File: src/rtl/fifo_arb_pkg.sv
// Shared constants, FSM encoding and destination decode for the upstream-to-downstream FIFO arbiter.
package fifo_arb_pkg;

  localparam int unsigned NUM_PORTS  = 4;
  localparam int unsigned DATA_WIDTH = 6;
  localparam int unsigned DEST_MSB   = 5;
  localparam int unsigned DEST_LSB   = 4;

  typedef enum logic [1:0] {
    ST_IDLE   = 2'b00,
    ST_ACTIVE = 2'b01,
    ST_PAUSE  = 2'b10
  } arb_state_e;

  function automatic logic [NUM_PORTS-1:0] dest_onehot(input logic [DEST_MSB-DEST_LSB:0] dest);
    logic [NUM_PORTS-1:0] oh;
    oh       = '0;
    oh[dest] = 1'b1;
    return oh;
  endfunction

endpackage

File: src/rtl/rr_grant4.sv
// Combinational 4-way round-robin grant: search starts one past last_grant and wraps.
module rr_grant4 (
  input  logic [3:0] request,
  input  logic [1:0] last_grant,
  output logic [3:0] grant
);

  logic       found;
  logic [1:0] idx;

  always_comb begin
    grant = '0;
    found = 1'b0;
    idx   = '0;
    for (int k = 1; k <= 4; k++) begin
      idx = last_grant + 2'(k);
      if (!found && request[idx]) begin
        grant[idx] = 1'b1;
        found      = 1'b1;
      end
    end
  end

endmodule

File: src/rtl/fifo_rr_arbiter.sv
// Pops non-empty upstream FIFOs one word per cycle and routes each word by its destination field.
// Define FIFO_ARB_STRICT_PRIORITY_EN for fixed priority (port 0 highest) instead of round-robin.
module fifo_rr_arbiter
  import fifo_arb_pkg::*;
(
  input  logic                            clk,
  input  logic                            reset,
  input  logic [NUM_PORTS-1:0]            fifo_empty,
  input  logic [NUM_PORTS*DATA_WIDTH-1:0] fifo_data,
  output logic [NUM_PORTS-1:0]            fifo_pop,
  input  logic [NUM_PORTS-1:0]            down_almost_full,
  output logic [NUM_PORTS-1:0]            down_push,
  output logic [DATA_WIDTH-1:0]           data_out,
  output logic [1:0]                      arb_state
);

  arb_state_e              state_q, state_d;
  logic [NUM_PORTS-1:0]    pop_q, request, grant;
  logic [NUM_PORTS-1:0]    down_push_q, down_push_d;
  logic [DATA_WIDTH-1:0]   data_out_q, data_out_d, popped_word;
  logic                    pop_allow, any_ready, any_af;

  assign any_ready = ~&fifo_empty;
  assign any_af    = |down_almost_full;

  always_ff @(posedge clk) begin
    if (!reset) begin
      state_q <= ST_IDLE;
    end else begin
      state_q <= state_d;
    end
  end

  always_comb begin
    state_d = state_q;
    case (state_q)
      ST_IDLE:   if (any_ready && !any_af) state_d = ST_ACTIVE;
      ST_ACTIVE: begin
        if (any_af)          state_d = ST_PAUSE;
        else if (!any_ready) state_d = ST_IDLE;
      end
      ST_PAUSE:  if (!any_af) state_d = any_ready ? ST_ACTIVE : ST_IDLE;
      default:   state_d = ST_IDLE;
    endcase
  end

  // A port popped last cycle sits out one cycle so its empty flag can catch up.
  always_comb begin
    pop_allow = reset && (state_q != ST_PAUSE) && !any_af;
    request   = pop_allow ? (~fifo_empty & ~pop_q) : '0;
    fifo_pop  = grant;
    down_push = down_push_q;
    data_out  = data_out_q;
    arb_state = state_q;
  end

`ifdef FIFO_ARB_STRICT_PRIORITY_EN
  // Isolate the lowest set request bit.
  assign grant = request & (~request + NUM_PORTS'(1));
`else
  logic [1:0] last_grant_q, last_grant_d;

  rr_grant4 u_rr_grant4 (
    .request    (request),
    .last_grant (last_grant_q),
    .grant      (grant)
  );

  always_comb begin
    last_grant_d = last_grant_q;
    for (int i = 0; i < NUM_PORTS; i++) begin
      if (grant[i]) last_grant_d = 2'(i);
    end
  end

  always_ff @(posedge clk) begin
    if (!reset) begin
      last_grant_q <= 2'd3;
    end else begin
      last_grant_q <= last_grant_d;
    end
  end
`endif

  // The word popped last cycle is on its slice now; the other slices may carry garbage.
  always_comb begin
    popped_word = '0;
    for (int i = 0; i < NUM_PORTS; i++) begin
      if (pop_q[i]) popped_word = fifo_data[i*DATA_WIDTH +: DATA_WIDTH];
    end
    down_push_d = '0;
    data_out_d  = data_out_q;
    if (|pop_q) begin
      down_push_d = dest_onehot(popped_word[DEST_MSB:DEST_LSB]);
      data_out_d  = popped_word;
    end
  end

  always_ff @(posedge clk) begin
    if (!reset) begin
      pop_q       <= '0;
      down_push_q <= '0;
      data_out_q  <= '0;
    end else begin
      pop_q       <= fifo_pop;
      down_push_q <= down_push_d;
      data_out_q  <= data_out_d;
    end
  end

endmodule

File: config.mk
export PLATFORM = sky130hd
export DESIGN_NAME = fifo_rr_arbiter
export DESIGN_NICKNAME = d
export VERILOG_FILES = /design/src/rtl/fifo_arb_pkg.sv /design/src/rtl/rr_grant4.sv /design/src/rtl/fifo_rr_arbiter.sv
export SDC_FILE = /design/constraint.sdc
export NUM_CORES = 1
export LEC_CHECK = 0
export CAP_MARGIN = 20
export CORE_ASPECT_RATIO = 2
export CORE_MARGIN = 2
export CORE_UTILIZATION = 26
export DETAILED_ROUTE_END_ITERATION = 6
export GPL_ROUTABILITY_DRIVEN = 0
export PLACE_DENSITY = 0.53
export SYNTH_ARGS = -nofsm -noshare
export SYNTH_HDL_FRONTEND = slang
export SYNTH_SLANG_ARGS = --single-unit
File: constraint.sdc
create_clock -name clk -period 7.37 [get_ports clk]
set_input_delay 1.474 -clock clk [delete_from_list [all_inputs] [get_ports clk]]
set_output_delay 1.474 -clock clk [all_outputs]
set_load 0.02 [all_outputs]
== Word-level counts from Yosys, hierarchy flattened ==
Index checks and enable logic that the tools add are counted.
Storage, ports and cells
  register bits after elaboration: 18
  bits of input ports: 34
  output and inout bits: 16
  word-level logic and storage cells: 97
Operators by class
  add/sub/neg operators: 3
  $lt $le $gt $ge: 10
  eq/ne operators: 6
  multiplexer cells: 39
  bitwise gates (word level): 7
  reductions and logical operators: 26
Operators by type and width (count)
  $mux 6: 4
  $mux 4: 5
  $lt 2x3->1 const B: 5
  $mux 1: 14
  $mux 2: 6
  $or 4x4->4: 3
  $logic_and 1x1->1: 11
  $demux 1 s2: 5
  $ge 2x1->1 const B: 5
  $bmux 1 s2: 4
  $not 4->4: 2
  $reduce_or 4->1: 2
  $ne 2x2->1 const B: 3
  $pmux 2 s3: 1
  $logic_not 1->1: 5
  $add 2x2->2 const B: 2
  $and 4x4->4: 1
  $reduce_and 4->1: 1
  $ne 3x3->1 const B: 1
  $reduce_and 3->1: 1
  $reduce_bool 3->1: 1
  $reduce_or 3->1: 1
  $add 2x1->2 const B: 1
  $eq 2x1->1 const B: 1
  other kinds (6): 6

== Logic depth before layout (Yosys ltp) ==
  word-level depth: 19
  gate-level depth with buffers: 9
  depth with buffers taken out: 9

== Cells and area by module ==
From an unflattened synthesis, not the netlist that was laid out.
Second synthesis, totals
  cells, all modules: 134
  area, all modules: 1261.2 um^2
By module, submodules not included
  fifo_rr_arbiter: instances 1, cells an instance 96, area an instance 903.4 um^2, seq. area each 360.3 um^2
  rr_grant4: instances 1, cells an instance 38, area an instance 357.8 um^2, seq. area each 0.0 um^2

== Least setup slack after synthesis ==
Ideal clock, no wire load.
  path kind: input port to output port
  start: input fifo_empty[0]
  end: output fifo_pop[0]
  arrival time: 2.901 ns
  data required time: 5.896 ns
  setup slack: 2.995 ns
  cell stages on the path: 6
  buffers on the path: 0
  cells stage by stage: or2_0 > mux4_2 > and3_1 > a22oi_1 > a31o_2 > inv_1
Between the ends
  longest elaborated chain between the ends: 15
  elaborated cells on any way between the ends: 27
  classes of those cells: mux: 16; bitwise: 5; reduce/logical: 6
Ends and longest elaborated chain
  start, declared: line fifo_rr_arbiter.sv:8  | input logic [NUM_PORTS-1:0] fifo_empty,
  $not 4->4 *: line fifo_rr_arbiter.sv:50  | request = pop_allow ? (~fifo_empty & ~pop_q) : '0;
  $and 4x4->4 *: line fifo_rr_arbiter.sv:50
  $mux 4 *: line fifo_rr_arbiter.sv:50
  $bmux 1 s2: line rr_grant4.sv:17  | if (!found && request[idx]) begin
  $mux 1 (not written as such): line rr_grant4.sv:17
  $mux 1: line rr_grant4.sv:17
  $logic_not 1->1: line rr_grant4.sv:17
  $logic_and 1x1->1: line rr_grant4.sv:17
  $mux 1: line rr_grant4.sv:17
  $logic_not 1->1: line rr_grant4.sv:17
  $logic_and 1x1->1: line rr_grant4.sv:17
  $mux 1: line rr_grant4.sv:17
  $logic_not 1->1: line rr_grant4.sv:17
  $logic_and 1x1->1: line rr_grant4.sv:17
  $mux 4 *: line rr_grant4.sv:17
  end, declared: line fifo_rr_arbiter.sv:10  | output logic [NUM_PORTS-1:0] fifo_pop,
Mark *: on every way between the ends. The rest lies on a longest branch, timed or not. The select of a mux whose other input is x is not followed.

== Worst setup path after layout ==
  start: input fifo_empty[0]
  end: output fifo_pop[3]
Same word-level chain as after synthesis.

==> flow_summary.yaml <==
status:
  status: "completed"
worst_setup_path:
  cpMaxStageDelayCell: "clkdlybuf4s50_1"
  cp.required_ns: 5.90
  worst_path_most_repeated_cell: "clkdlybuf4s50_1"
  slowest_delay_ns: 0.67
  path_cells: "clkdlybuf4s50_1, nor2_1, nand3_1, a2111oi_0, or2_2, a22oi_1, a21oi_1, clkdlybuf4s50_1"
  crit_arrival_ns: 3.99
  worstSetupPathType: "in2out"
  crit_path_start_kind: "input port"
  critPathBufInv: 2
  worst-path-max-fanout: 4
  cp-end-kind: "output port"
  path_delay_family: "buffers and inverters"
placement:
  portBuffers: 49
  dp_slack_ns: 1.86
  place_area_um2: 1670
  dpl.hpwl_um: 3090
timing:
  relSlewSlack_pct: 62.5
  max_freq_mhz: 183
  hold_ws_ns: 0.458
  tns_ns: 0
  tightest_slew_ns: 0.557
  fin_ws_ns: 1.90
  clock_skew_ns: 0.00255
  hold_violations: 0
  timing.final.crit_share_pct: 74.2
  grt_setup_unrepaired: "no"
  finalSetupViolations: 0
  period_needed_ns: 5.47
  slew_viol_final: 0
synth:
  synth_fa_ha_area_share_pct: 8.88
  yosysMostFrequentCell: "nor2_1"
  synth_top_area_share_pct: 32.0
  yosys.area.top_type: "dfxtp_1"
  synth_top_family_by_area: "simple AND/OR/NAND/NOR gates"
  ys_seq_area_share_pct: 32.0
  yosys_warnings: 0
  synth_xor_area_share_pct: 0.777
  synth.area.top_cells: "dfxtp_1, ha_1, a22oi_1, nor2_1, a21oi_1"
  yosys-top-cells-count: "nor2_1, dfxtp_1, a21oi_1"
  synth_flop_cell: "dfxtp_1"
  synth-compound-area-share_pct: 24.2
  syn_inst: 137
  ys_ff_latch: 18
  synth_area_um2: 1130
  syn_area_per_cell_um2: 8.23
  synth_cell_types: 37
  synth-simple-area-share_pct: 26.2
  synth-edff-count: 0
  synth_fp_nets: 179
  ys_async_sr_fraction_pct: 0
  synth_mux_area_share_pct: 4.00
drt:
  num_vias: 1202
  drc_errors: 0
  drt_wl_total_um: 3630
  via_per_inst: 5.03
  drtIter0Drc: 23
  ant_nets: 0
  drt_first_pass_iters: 4
  wl_per_cell_um: 15.2
floorplanning:
  die_area_um2: 4910
  die_w_um: 50.6
  start_util_pct: 27.3
  coreArea_um2: 4130
  rows: 33
  pin_count: 50
  dieHeight_um: 97.1
global_routing:
  grt_pass1_vias: 1360
  grt_pass1_wl_um: 6140
  grt_overflow_total: 0
  antenna_found_initial: 0
  grt_max_degree: 16
  grt_usage_pct: 15.7
pwr:
  cellPowerDensity_nw_per_um2: 125
  peakVddDrop_mv: 0.0858
  p_total_uw: 216
  p_leak_nw: 0.669
layout:
  layout.nets: 230
  area_growth_pct: 52.9
  antenna_cells: 0
  drive_gt1_share_pct: 6.42
  final_cell_area_um2: 1720
  fill_cells: 419
clock_tree:
  clkLatencyLatePin_ns: 0.24
  root_buffer: "clkbuf_8"
  clk_path_buf_depth: 2
  cts_buffers: 3
  tritoncts: "built"
  clk_pin_slew_ns: 0.07
  htree_levels: 1
  postCtsSetupBuffers: 0
  cts.sinks: 18
  cts_hold_buf: 0
  post_cts_resize_count: 0
min_path:
  hold_path_class: "reg2reg"
flow_run:
  drv_cap: 0
## worst reg2reg max path, cell delays in order, from the launching register on
cell and delay, ns:
dfxtp_1 0.59, inv_1 0.26, ha_1 0.43, mux4_2 0.42
nor2_4 0.17, nand2_1 0.09, and3_1 0.18, a221o_1 0.31
a211o_1 0.28
## worst paths after layout
check / end / cells after the start / slack (ns) / from
min: data_out[5]$_SDFFE_PN0N_ / 2 / 0.46 / data_out[5]$_SDFFE_PN0N_
min reg2reg: data_out[5]$_SDFFE_PN0N_ / 2 / 0.46 / data_out[5]$_SDFFE_PN0N_
max: fifo_pop[3] / 8 / 1.90 / fifo_empty[0]
max reg2reg: last_grant_q[0]$_SDFFE_PP1P_ / 8 / 4.53 / last_grant_q[0]$_SDFFE_PP1P_
## sequential cells by signal, indices dropped and copies added, names as in the netlist
name and flops:
pop_q 4, last_grant_q 2, data_out 6, down_push 4, arb_state 2
## placed cells by master (no fill, tap or decap), drive strengths merged, types with 4 or more instances in the layout
| cell | count |
|---|---|
| clkbuf | 4 |
| a22oi | 10 |
| nand3 | 7 |
| nand2 | 10 |
| dfxtp | 18 |
| nor2 | 21 |
| clkdlybuf4s50 | 49 |
| inv | 7 |
| a21oi | 13 |
| or2 | 5 |
| ha | 8 |
| a221oi | 4 |
## logic make-up after synthesis
kind of cell / Yosys count
simple gates: 58
compound gates: 39
flops: 18
buf+inv: 11
fa+ha+maj: 8
mux: 2
xor+xnor: 1
## where the power goes
group / internal (mW) / total [mW] / switching [mW]
sequential: 0.0985 / 0.0999 / 0.00144
clock: 0.0473 / 0.0773 / 0.0300
combinational: 0.0233 / 0.0384 / 0.0152
total: 0.169 / 0.216 / 0.0466
## cell type report
type / instances / area, um2 / share of cell area [%]
tap: 52 / 65.1 / 3.77
timing repair buffer: 50 / 495 / 28.7
inverter: 7 / 26.3 / 1.52
multi-input combinational: 108 / 722 / 41.9
clock buffer: 4 / 55.1 / 3.19
sequential: 18 / 360 / 20.9
## per-stage QoR
step           instances  utilization (%)
6_report             239             41.8
5_1_grt              239             41.8
4_1_cts              239             41.8
3_5_place_dp         235             40.4
3_3_place_gp         234             40.3
2_1_floorplan        137                -
## layer usage
layer / track usage [%] / vias up / part of all wire (%)
li1: - / 607 / -
met1: 14.6 / 556 / 33
met2: 32.5 / 31 / 61
met3: 1.38 / 8 / 2.7
met4: 5.82 / 0 / 3.2
met5: 0 / - / 0
Power figures use the tool's default switching activity.
==> patch: new RTL, same settings <==
`down_push_q` and `data_out_q` no longer have a reset.
--- a/src/rtl/fifo_rr_arbiter.sv
+++ b/src/rtl/fifo_rr_arbiter.sv
@@ -99,13 +99,14 @@
   always_ff @(posedge clk) begin
     if (!reset) begin
       pop_q       <= '0;
-      down_push_q <= '0;
-      data_out_q  <= '0;
     end else begin
       pop_q       <= fifo_pop;
-      down_push_q <= down_push_d;
-      data_out_q  <= data_out_d;
     end
+  end
+
+  always_ff @(posedge clk) begin
+    down_push_q <= down_push_d;
+    data_out_q  <= data_out_d;
   end
 
 endmodule
Formal check against the unedited RTL: differs if reset is asserted again (counterexample within 4 cycles, from zero or initial values and one cycle with reset low); with reset held inactive, the same outputs for 10 cycles.
==> patch against the original RTL <==
Sequential cell count stayed put; routed wire length is 6.8% lower; final area is 1.1% higher; first-iteration DRC count stayed put; area after synthesis is 1.6% higher; setup slack worse by 0.067 ns; total power is 1.9% higher; sequential share of layout area is 3.2 points higher; global-route usage is 1.6 points lower; fmax is 1.2% lower; largest power group unchanged.
==> patch: results (changes against the original RTL) <==
Max reg flops - 6 (unchanged)
Setup Skew - 0.00222 ns (was 0.00255 ns)
Multiplexer share of the synthesized area - 3.93% (was 4.00%)
R2R Setup Slk - 4.63 ns (was 4.53 ns)
Non-clock buffering overhead - 28.1% (was 28.7%)
Worst setup path endpoint - fifo_pop[0] (was fifo_pop[3])
Fin cells - 235 (was 239)
Delay-heaviest family, CP - buffers and inverters (unchanged)
Post-Synth XOR/XNOR Area - 0.765% (was 0.777%)
Multi-input logic cell count - 101 (was 108)
Syn nets - 173 (was 179)
Post-DR wirelength/cell - 14.4 um (was 15.2 um)
First-pass GRT wire length - 5590 um (was 6140 um)
GR Layer Usage met3 - 2.75% (was 1.38%)
Nonclk inv count - 9 (was 7)
Hold slack - 0.588 ns (was 0.458 ns)
Placed cells - 231 (was 235)
Maximum fanout along the worst path - 3 (was 4)
Number of buffers added on ports - 49 (unchanged)
Seq area share - 24.1% (was 20.9%)
Max incr delay on CP - 0.53 ns (was 0.67 ns)
Worst vdd ir - 101 uV (was 85.8 uV)
Post-synth top area share - 21.0% (was 32.0%)
Final period util - 75.1% (was 74.2%)
Placement Setup Slack - 1.85 ns (was 1.86 ns)
Vias in the first global route - 1218 (was 1360)
Synth unique cells - 36 (was 37)
Share of layout cells above drive strength 1 - 7.73% (was 6.42%)
Detailed placement HPWL - 2800 um (was 3090 um)
Synth Area in Compound Gates - 22.2% (was 24.2%)
Top FF cell, synth - dfxtp_1 (unchanged)
Clk Latency, worst-skew pair - 0.24 ns (about the same)
Top post-synthesis cells by count - 15 x nor2_1, 12 x dfxtp_1, 11 x a21oi_1, 11 x nand2_1, 10 x a22oi_1 (was 19 x nor2_1, 18 x dfxtp_1, 13 x a21oi_1)
Sequential Area - 420 um^2 (was 360 um^2)
Sequential cell area fraction in the yosys report - 36.7% (was 32.0%)
GRT Overall Usage - 14.1% (was 15.7%)
Bufs w/o clock - 49 (was 50)
Synth top area cells - dfxtp_1 21%, edfxtp_1 16%, ha_1 8.7%, a22oi_1 6.6%, nor2_1 4.9% (was dfxtp_1 32%, ha_1 8.9%, a22oi_1 6.7%, nor2_1 6.3%, a21oi_1 5.8%)
Syn avg cell area - 8.74 um^2 (was 8.23 um^2)
Outcome - finished, final reports clean (unchanged)
CP Launch Point - fifo_empty[1] (was fifo_empty[0])
Placed Instance Area - 1690 um^2 (was 1670 um^2)
Slew headroom - 66.4% (was 62.5%)
Data arrival, critical path - 4.06 ns (was 3.99 ns)
Fraction of area in multi-input gates - 38.8% (was 41.9%)
Synth Area in Adders - 8.74% (was 8.88%)
Critical Path Slowest Stage Cell - mux4_2 (was clkdlybuf4s50_1)
Vias per cell - 4.93 (was 5.03)
Initial antenna violation count - 0 (unchanged)
Post-synth EDFFs - 6 (was 0)
R2R depth - 8 (unchanged)
Hold Path Origin - arb_state[0] (was data_out[5])
Clock Network Area Fraction - 3.16% (was 3.19%)
Final nets - 224 (was 230)
Pleak - 0.686 nW (was 0.669 nW)
Met2 GRT Util - 28.3% (was 32.5%)
Fillcell total - 449 (was 419)
## patch: cell types whose count changed in the layout (fill, tap and decap cells not counted), sizes merged, moves of 2 or more
cell	delta
nand2	+2
a21oi	-2
edfxtp	+6
a221oi	-4
nor2	-5
o21ai	+4
inv	+2
dfxtp	-6
## patch: how the worst min path moves through the flow
stage                         to  cells past startpoint
floorplan           down_push[3]                      3
global placement    arb_state[1]                      2
detailed placement  arb_state[1]                      2
CTS                 arb_state[1]                      2
global route        arb_state[0]                      2
finish              arb_state[1]                      2
## patch: routing by layer
layer / wire [um] / share of wire [%]
met4: 60 / 1.8
met1: 1220 / 36
met5: 0 / 0
met3: 184 / 5.4
met2: 1910 / 57
## patch: tightest hold or removal path: cells and delay by family, from the launching register on
family,cells,cell delay (ns)
flops,1,0.34
xor+xnor,1,0.16
simple gates,1,0.04
## patch: power breakdown
| part | switching [mW] | internal, mW |
|---|---|---|
| Combinational | 0.0147 | 0.0233 |
| Clock | 0.0295 | 0.0473 |
| Sequential | 0.00129 | 0.104 |
